==> src/rtl/dcache_arb.sv <==
`default_nettype none
// ============================================================================
// dcache_arb : round-robin arbiter sharing the dcache master port between
//              MASTERCOUNT requesters; optional bus lock via DCACHE_ARB_CYCLOCK_EN
// Revision   : 1.0
// ============================================================================
module dcache_arb #(
  parameter int  ARCHBITSZ   = 16,
  parameter int  MASTERCOUNT = 2,
  localparam int ADDRBITSZ   = ARCHBITSZ - $clog2(ARCHBITSZ/8),
  localparam int SELBITSZ    = ARCHBITSZ/8,
  localparam int GRANTBITSZ  = (MASTERCOUNT > 1) ? $clog2(MASTERCOUNT) : 1
) (
  input  logic                            clk_i,
  input  logic                            rst_i,
  input  logic [MASTERCOUNT-1:0]          m_wb_cyc_i,
  input  logic [MASTERCOUNT-1:0]          m_wb_stb_i,
  input  logic [MASTERCOUNT-1:0]          m_wb_we_i,
  input  logic [MASTERCOUNT-1:0]          m_conly_i,
  input  logic [MASTERCOUNT-1:0]          m_cmiss_i,
  input  logic [MASTERCOUNT*ADDRBITSZ-1:0] m_wb_addr_i,
  input  logic [MASTERCOUNT*SELBITSZ-1:0]  m_wb_sel_i,
  input  logic [MASTERCOUNT*ARCHBITSZ-1:0] m_wb_dat_i,
  output logic [MASTERCOUNT-1:0]          m_wb_bsy_o,
  output logic [MASTERCOUNT-1:0]          m_wb_ack_o,
  output logic [ARCHBITSZ-1:0]            m_wb_dat_o,
  output logic                            s_wb_cyc_o,
  output logic                            s_wb_stb_o,
  output logic                            s_wb_we_o,
  output logic [ADDRBITSZ-1:0]            s_wb_addr_o,
  output logic [SELBITSZ-1:0]             s_wb_sel_o,
  output logic [ARCHBITSZ-1:0]            s_wb_dat_o,
  output logic                            s_conly_o,
  output logic                            s_cmiss_o,
  input  logic                            s_wb_bsy_i,
  input  logic                            s_wb_ack_i,
  input  logic [ARCHBITSZ-1:0]            s_wb_dat_i
);

  typedef enum logic [1:0] {
    IDLE  = 2'd0,
    ISSUE = 2'd1,
    WAIT  = 2'd2
  } state_t;

  state_t                  state_q, state_d;
  logic [GRANTBITSZ-1:0]   gnt_q, gnt_d;
  logic [GRANTBITSZ-1:0]   last_q, last_d;
  logic [MASTERCOUNT-1:0]  req_w;
  logic [GRANTBITSZ-1:0]   pick_w;
  logic [GRANTBITSZ-1:0]   idx_w;
  logic                    pick_vld_w;
  logic                    cyc_g_w;
  logic                    stb_g_w;

  assign req_w      = m_wb_cyc_i & m_wb_stb_i;
  assign m_wb_dat_o = s_wb_dat_i;

  // Scan from the farthest candidate to the nearest so the one closest
  // after last_q is the final (winning) assignment.
  always_comb begin
    pick_w     = '0;
    pick_vld_w = 1'b0;
    idx_w      = '0;
    for (int k = MASTERCOUNT; k >= 1; k--) begin
      idx_w = GRANTBITSZ'((int'(last_q) + k) % MASTERCOUNT);
      if (req_w[idx_w]) begin
        pick_w     = idx_w;
        pick_vld_w = 1'b1;
      end
    end
  end

  always_comb begin
    cyc_g_w     = m_wb_cyc_i[0];
    stb_g_w     = m_wb_stb_i[0];
    s_wb_we_o   = m_wb_we_i[0];
    s_conly_o   = m_conly_i[0];
    s_cmiss_o   = m_cmiss_i[0];
    s_wb_addr_o = m_wb_addr_i[ADDRBITSZ-1:0];
    s_wb_sel_o  = m_wb_sel_i[SELBITSZ-1:0];
    s_wb_dat_o  = m_wb_dat_i[ARCHBITSZ-1:0];
    for (int i = 1; i < MASTERCOUNT; i++) begin
      if (gnt_q == GRANTBITSZ'(i)) begin
        cyc_g_w     = m_wb_cyc_i[i];
        stb_g_w     = m_wb_stb_i[i];
        s_wb_we_o   = m_wb_we_i[i];
        s_conly_o   = m_conly_i[i];
        s_cmiss_o   = m_cmiss_i[i];
        s_wb_addr_o = m_wb_addr_i[i*ADDRBITSZ +: ADDRBITSZ];
        s_wb_sel_o  = m_wb_sel_i[i*SELBITSZ +: SELBITSZ];
        s_wb_dat_o  = m_wb_dat_i[i*ARCHBITSZ +: ARCHBITSZ];
      end
    end
  end

  always_comb begin
    state_d    = state_q;
    gnt_d      = gnt_q;
    last_d     = last_q;
    s_wb_cyc_o = 1'b0;
    s_wb_stb_o = 1'b0;
    m_wb_bsy_o = '1;
    m_wb_ack_o = '0;
    case (state_q)
      IDLE: begin
        if (pick_vld_w) begin
          gnt_d   = pick_w;
          state_d = ISSUE;
        end
      end
      ISSUE: begin
        s_wb_cyc_o = cyc_g_w;
        s_wb_stb_o = stb_g_w;
        if (!s_wb_bsy_i) m_wb_bsy_o[gnt_q] = 1'b0;
        if (!cyc_g_w) begin
          state_d = IDLE;
        end else if (stb_g_w && !s_wb_bsy_i) begin
          state_d = WAIT;
          last_d  = gnt_q;
        end
      end
      WAIT: begin
        // The cache cannot abort, so cyc is held regardless of the requester.
        s_wb_cyc_o = 1'b1;
        if (s_wb_ack_i) begin
          m_wb_ack_o[gnt_q] = 1'b1;
`ifdef DCACHE_ARB_CYCLOCK_EN
          state_d = cyc_g_w ? ISSUE : IDLE;
`else
          state_d = IDLE;
`endif
        end
      end
      default: state_d = IDLE;
    endcase
  end

  always_ff @(posedge clk_i or negedge rst_i) begin
    if (!rst_i) begin
      state_q <= IDLE;
      gnt_q   <= '0;
      last_q  <= GRANTBITSZ'(MASTERCOUNT - 1);
    end else begin
      state_q <= state_d;
      gnt_q   <= gnt_d;
      last_q  <= last_d;
    end
  end

endmodule
`default_nettype wire

==> config.mk <==
export PLATFORM = sky130hd
export DESIGN_NAME = dcache_arb
export DESIGN_NICKNAME = d
export VERILOG_FILES = /design/src/rtl/dcache_arb.sv
export SDC_FILE = /design/constraint.sdc
export NUM_CORES = 1
export LEC_CHECK = 0
export ABC_AREA = 1
export CORE_MARGIN = 5
export CORE_UTILIZATION = 22
export CTS_CLUSTER_SIZE = 40
export DETAILED_ROUTE_END_ITERATION = 12
export PLACE_DENSITY = 0.89
export SLEW_MARGIN = 25
export SYNTH_ARGS = -nofsm -noshare
export SYNTH_HDL_FRONTEND = slang
export SYNTH_SLANG_ARGS = --single-unit
==> constraint.sdc <==
create_clock -name clk_i -period 1.7 [get_ports clk_i]
set_clock_uncertainty 0.1 [all_clocks]
set_input_delay 0.425 -clock clk_i [delete_from_list [all_inputs] [get_ports clk_i]]
set_output_delay 0.425 -clock clk_i [all_outputs]
set_load 0.02 [all_outputs]
==> results of run 1 <==
-- registers in the layout, indices dropped and copies added, names as in the netlist --
register and flops:
state_q 2, gnt_q 1, last_q 1
-- final timing paths --
path	startpoint	end	slack, ps	cells after the start
worst max-delay path	state_q[1]	s_wb_cyc_o	-120	5
worst min-delay path	rst_i	state_q[0]	320	1
worst max register to register	gnt_q	state_q[1]	120	11
worst min register to register	last_q	last_q	400	2
max in group asynchronous	rst_i	last_q	930	1
min in group clk_i	last_q	last_q	400	2
-- repair_timing --
action | 4_1_cts | 5_1_grt
buffers inserted | 10 | 2
setup endpoints to repair | 42 | 45
gates resized for setup | 292 | 66
pin swaps | 17 | 22
cloned | 1 | 1
-- report_power, final --
| group | internal (uW) | switching, uW | total, uW |
|---|---|---|---|
| registers | 147 | 50.4 | 197 |
| clock network | 161 | 54.2 | 215 |
| logic | 1840 | 1830 | 3680 |
| total | 2150 | 1940 | 4090 |
-- cell families (layout without fill, tap and decap cells) --
family / after synthesis / after routing / synth area share [%]
compound gates: 3 / 3 / 2.12
fa+ha+maj: 3 / 3 / 3.98
buf+inv: 37 / 167 / 24.6
flops: 4 / 4 / 10.8
simple gates: 142 / 142 / 58.6
-- layout make-up --
type	instances	area share, %
inverter	12	1.90
clock buffer	4	1.63
tap	50	2.27
sequential	4	3.72
multi-input combinational	148	33.4
timing repair buffer	151	57.1
-- per-layer routing --
layer | wire length (um) | global-route usage (%) | up-vias
met4 | 214 | 6.41 | 0
met5 | 0 | 0 | -
li1 | - | - | 805
met2 | 2970 | 28.7 | 75
met1 | 1640 | 13.7 | 691
met3 | 490 | 3.03 | 24
-- stage by stage --
stage | instances | util, %
2_1_floorplan | 189 | -
3_3_place_gp | 353 | 54.0
3_5_place_dp | 353 | 54.0
4_1_cts | 368 | 61.0
5_1_grt | 369 | 67.5
6_report | 369 | 67.5
-- cell usage after synthesis --
library cell,number
buf_6,3
dfrtp_1,3
buf_2,5
nand3_1,4
nor3_1,2
ha_1,3
o21ai_1,1
nor2_2,1
nand3_2,1
nand2_1,128
buf_4,17
inv_1,11
o31ai_1,1
nand2_2,1
inv_2,1
a21boi_0,1
nor2_1,5
dfstp_2,1
==> reports/qor.txt, run 1 <==
Yosys synthesis warning count: 0
Multi-input gate area: 922 sq um
Ant. Diodes: 0
Detailed Place HPWL: 3670 um
Cell taking the most area after synthesis: nand2_1
Fraction of layout instances using a drive strength above 1: 44.8%
Post-synthesis sequential area ratio: 10.8%
Wire per inst: 14.4 um
Area delta synth->final: 193%
CTS Root Cell: clkbuf_8
Failing checks: negative setup slack
Syn Inst Count: 189
Data arrival, critical path: 1300 ps
Max_slew headroom: 85.9%
Leak Pwr: 0.00144 uW
GRT overflow: 0
Die H: 75.4 um
Unique cell type count in the Yosys netlist: 18
Hold/Removal Path Class: in -> async
Clk buf depth: 2
Final hold violation count: 0
Initial Util: 23.1%
Overall Global Routing Usage: 14.3%
Cell Rows: 23
Die Area: 5690 sq um
Pre-Repair DR Iteration Count: 4
Placed instance area: 2210 sq um
Crit-path leading delay family: flip-flops
Crit-path max FO: 2
Worst path bufs/invs: 3
Clk slew on worst S/H paths: 30 ps
Register area: 103 sq um
First-pass GRT wire length: 6430 um
Remaining DRCs: 0
Highest Clock Rate: 548 MHz
Hold-fix buffers at CTS: 0
Max-Cap Viols: 0
Worst-Margin Slew: 211 ps
Syn_area_per_cell: 4.98 sq um
Commonest non-fill, non-tap cell in the layout: nand2_1
Final setup vio count: 40
Maximum vdd drop: 1.14 mV
Status: finished with violations
Core area: 4090 sq um
Via count: 1595
Syn nets: 288
Crit-path slowest cell: dfrtp_1
Num CTS Buffers: 3
Most frequent cells in the layout: nand2_1 (82), clkdlybuf4s50_1 (74), buf_6 (44)
Routed WL: 5310 um
Critical path cell sequence: inv_2 -> buf_4 -> ha_4 -> a21boi_2 -> buf_6
Crit start category: flop
Design Area, Final: 2760 sq um
Share of the synthesized area in the top cell type: 51.0%
Largest net degree at the start of global routing: 22
Fillers: 299
Sink Count: 4
First DRT Iteration DRCs: 33
Routed Antenna Nets: 0
Final worst-path cycle share: 107%
Vias in the first global route: 1460
Power per Cell Area: 1480 nW/um^2
Min cycle time layout: 1820 ps
RSZ-0062 raised after global routing: yes
Crit path largest cell delay: 360 ps
Die W: 75.4 um
Setup ws final: -123 ps
Critical path type: reg -> out
Worst-Skew Late Latency: 220 ps
Hold slack: 318 ps
H-tree levels: 1
Largest cells by area after synthesis: nand2_1 (51%), buf_4 (14%), dfrtp_1 (8.0%)
Dpl ws: -683 ps
CTS tree: built
Initial antenna violation count: 0
Io pins: 154
Fin. max-slew vios: 0
GPL Wtd Cong: 0.847
Number of port buffers: 121
Overall Power: 4090 uW
TNS Setup: -1270 ps
Flops & latches, synth: 4
Nets: 419
Vias per cell: 4.32
Crit. End Element: output pin
Mapped Area: 942 sq um
Data required, critical path: 1170 ps
No activity file was read; power rests on OpenSTA's default activity.
==> run 2, diff against run 1 <==
GPL_ROUTABILITY_DRIVEN = 0   (was not set)
==> results of run 2 <==
No change in the layout: final DEF, timing and power equal those of run 1.
==> run 3, diff against run 2 <==
ABC_AREA = not set   (was 1)
CORE_UTILIZATION = 21   (was 22)
CTS_CLUSTER_SIZE = not set   (was 40)
PLACE_DENSITY = 0.88   (was 0.89)
RECOVER_POWER = 50   (was not set)
==> run 3 against run 2 <==
- the run still ends with negative setup slack left
- worst hold slack better by 73 ps
- register-to-register slack lost 250 ps
- power shrank 13%
- first-iteration DRC count is 76% lower
- routed wire length shrank 13%
- sequential power up 11%
- synthesized area decreased by 4.6%
- critical endpoint is now s_wb_dat_o[3]
==> reports/qor.txt, run 3 <==
Max-Cap Viols: 0
Fraction of layout instances using a drive strength above 1: 59.5%
Placed instance area: 2180 sq um
Max_slew headroom: 86.1%
Finished Layout Cells: 272
Clk slew on worst S/H paths: 30 ps
Most common cell in the netlist: mux2_2
Data required, critical path: 1170 ps
Flop-to-flop setup slack: -130 ps
Crit. End Element: output pin
Largest registers: state_q: 2 flops, gnt_q: 1 flops, last_q: 1 flops
Die W: 75.4 um
Min cycle time layout: 1930 ps
Yosys synthesis warning count: 0
Placed insts: 256
Overall Global Routing Usage: 12.5%
Status: finished with violations
Largest cells by area after synthesis: mux2_2 (45%), buf_4 (13%), dfrtp_1 (8.4%)
Core area: 4090 sq um
Sink Count: 4
Final setup vio count: 41
First-pass GRT wire length: 5600 um
Syn_area_per_cell: 10.1 sq um
Reg-to-Reg Start: gnt_q
Max reg flops: 2
Final worst-path cycle share: 114%
Syn nets: 188
Commonest non-fill, non-tap cell in the layout: clkdlybuf4s50_1
Cell Rows: 23
CTS Root Cell: clkbuf_8
Share of the synthesized area in the top cell type: 45.1%
Pre-Repair DR Iteration Count: 3
Reg2reg end: state_q[0]
Worst reg2reg path depth: 7
Flops & latches, synth: 4
Syn Inst Count: 89
Vias in the first global route: 1211
Clk buf depth: 2
Via count: 1202
Highest Clock Rate: 517 MHz
Crit-path max FO: 5
Leak Pwr: 0.00114 uW
Critical path type: reg -> out
Wire per inst: 17.0 um
H-tree levels: 1
Power per Cell Area: 1410 nW/um^2
Area delta synth->final: 182%
Remaining DRCs: 0
Ant. Diodes: 0
Most frequent cells in the layout: clkdlybuf4s50_1 (74), buf_6 (39), buf_4 (21)
Unique cell type count in the Yosys netlist: 25
Die Area: 5690 sq um
Vias per cell: 4.42
Routed Antenna Nets: 0
RSZ-0062 raised after global routing: yes
Fin. max-slew vios: 0
Initial Util: 22.0%
Final hold violation count: 0
GRT overflow: 0
Mapped Area: 898 sq um
Top post-synthesis cells by count: mux2_2 (36), buf_4 (16), buf_2 (4)
Num CTS Buffers: 3
CTS tree: built
Die H: 75.4 um
Design Area, Final: 2530 sq um
TNS Setup: -7990 ps
Worst-Margin Slew: 205 ps
Data arrival, critical path: 1410 ps
Ys flop type: dfrtp_1
Nets: 322
Io pins: 154
Worst-Skew Late Latency: 220 ps
First DRT Iteration DRCs: 8
Maximum vdd drop: 0.525 mV
Hold/Removal Path Class: in -> async
Number of port buffers: 121
Setup ws final: -233 ps
Detailed Place HPWL: 3490 um
Top reg by flops: state_q
Ys async rst share: 100%
Crit start category: flop
Number of flops mapped to enable cells by yosys: 0
Post-synthesis sequential area ratio: 11.3%
Failing checks: negative setup slack
Cell taking the most area after synthesis: mux2_2
Routed WL: 4630 um
Hold-fix buffers at CTS: 0
Initial antenna violation count: 0
Largest net degree at the start of global routing: 19
## run 3: cell count changes after synthesis, moves of 2 or more
cell and change:
a21oi_1 +2, nor3_1 -2, buf_6 -2, nand3_1 -4, inv_1 -8, nor2_1 -3
nand2_1 -127, mux2_2 +36, mux2_4 +3, nand3b_1 +2
## run 3: how the worst max path moves through the flow
| stage | startpoint | depth (start not counted) | endpoint |
|---|---|---|---|
| finish | gnt_q | 4 | s_wb_dat_o[3] |
| global placement | m_wb_cyc_i[0] | 5 | s_wb_cyc_o |
| detailed placement | m_wb_cyc_i[1] | 5 | s_wb_cyc_o |
| CTS | gnt_q | 4 | s_wb_addr_o[4] |
| floorplan | gnt_q | 4 | s_wb_cyc_o |
| global route | gnt_q | 4 | s_wb_addr_o[4] |
## run 3: area by class of cell
type                       count  area, sq um
fill                         329         1550
timing repair buffer         150         1550
multi-input combinational     61          759
sequential                     4          104
tap                           50         62.6
clock buffer                   4         45.0
inverter                       3         11.3
## run 3: power breakdown
group	internal, uW	switching, uW	leakage, uW
Sequential	159	59.9	0.0000454
Combinational	1880	1260	0.00107
Clock	160	46.6	0.0000228
Total	2200	1370	0.00114
## run 3: kinds of logic after synthesis
| family | share of synthesized area, % |
|---|---|
| mux | 51.7 |
| fa+ha+maj | 4.18 |
| simple gates | 7.66 |
| buf+inv | 18.1 |
| flops | 11.3 |
| compound gates | 7.10 |
## run 3: critical path, stage by stage (launching register included)
cell	delay, ps
dfrtp_2	450
buf_6	160
clkbuf_16	150
mux2_4	300
buf_6	130
## run 3: stage by stage
| step | hold slack (ps) | util [%] | setup WS, ps | power (uW) |
|---|---|---|---|---|
| 6_report | 391 | 62.0 | -233 | 3570 |
| 4_1_cts | 323 | 52.0 | -259 | 2750 |
| 3_5_place_dp | 433 | 53.3 | -706 | 2640 |
| 2_1_floorplan | 29.4 | - | 62.7 | 1570 |
| 3_3_place_gp | 429 | 53.3 | -669 | 2620 |
| 5_1_grt | 409 | 62.0 | -256 | 3770 |
## run 3: what timing repair did
action / in CTS / in global routing
endpoints found under the setup margin: 44 / 44
pin swaps: 1 / 2
gates resized for setup: 190 / 88
gates cloned: 0 / 5
setup buffers: 4 / 4
## run 3: metal layers
metal | global-route usage, % | up-vias | wire length, um
li1 | - | 573 | -
met1 | 12.3 | 550 | 1520
met2 | 24.2 | 73 | 2500
met3 | 5.41 | 6 | 572
met4 | 2.72 | 0 | 33
met5 | 0 | - | 0
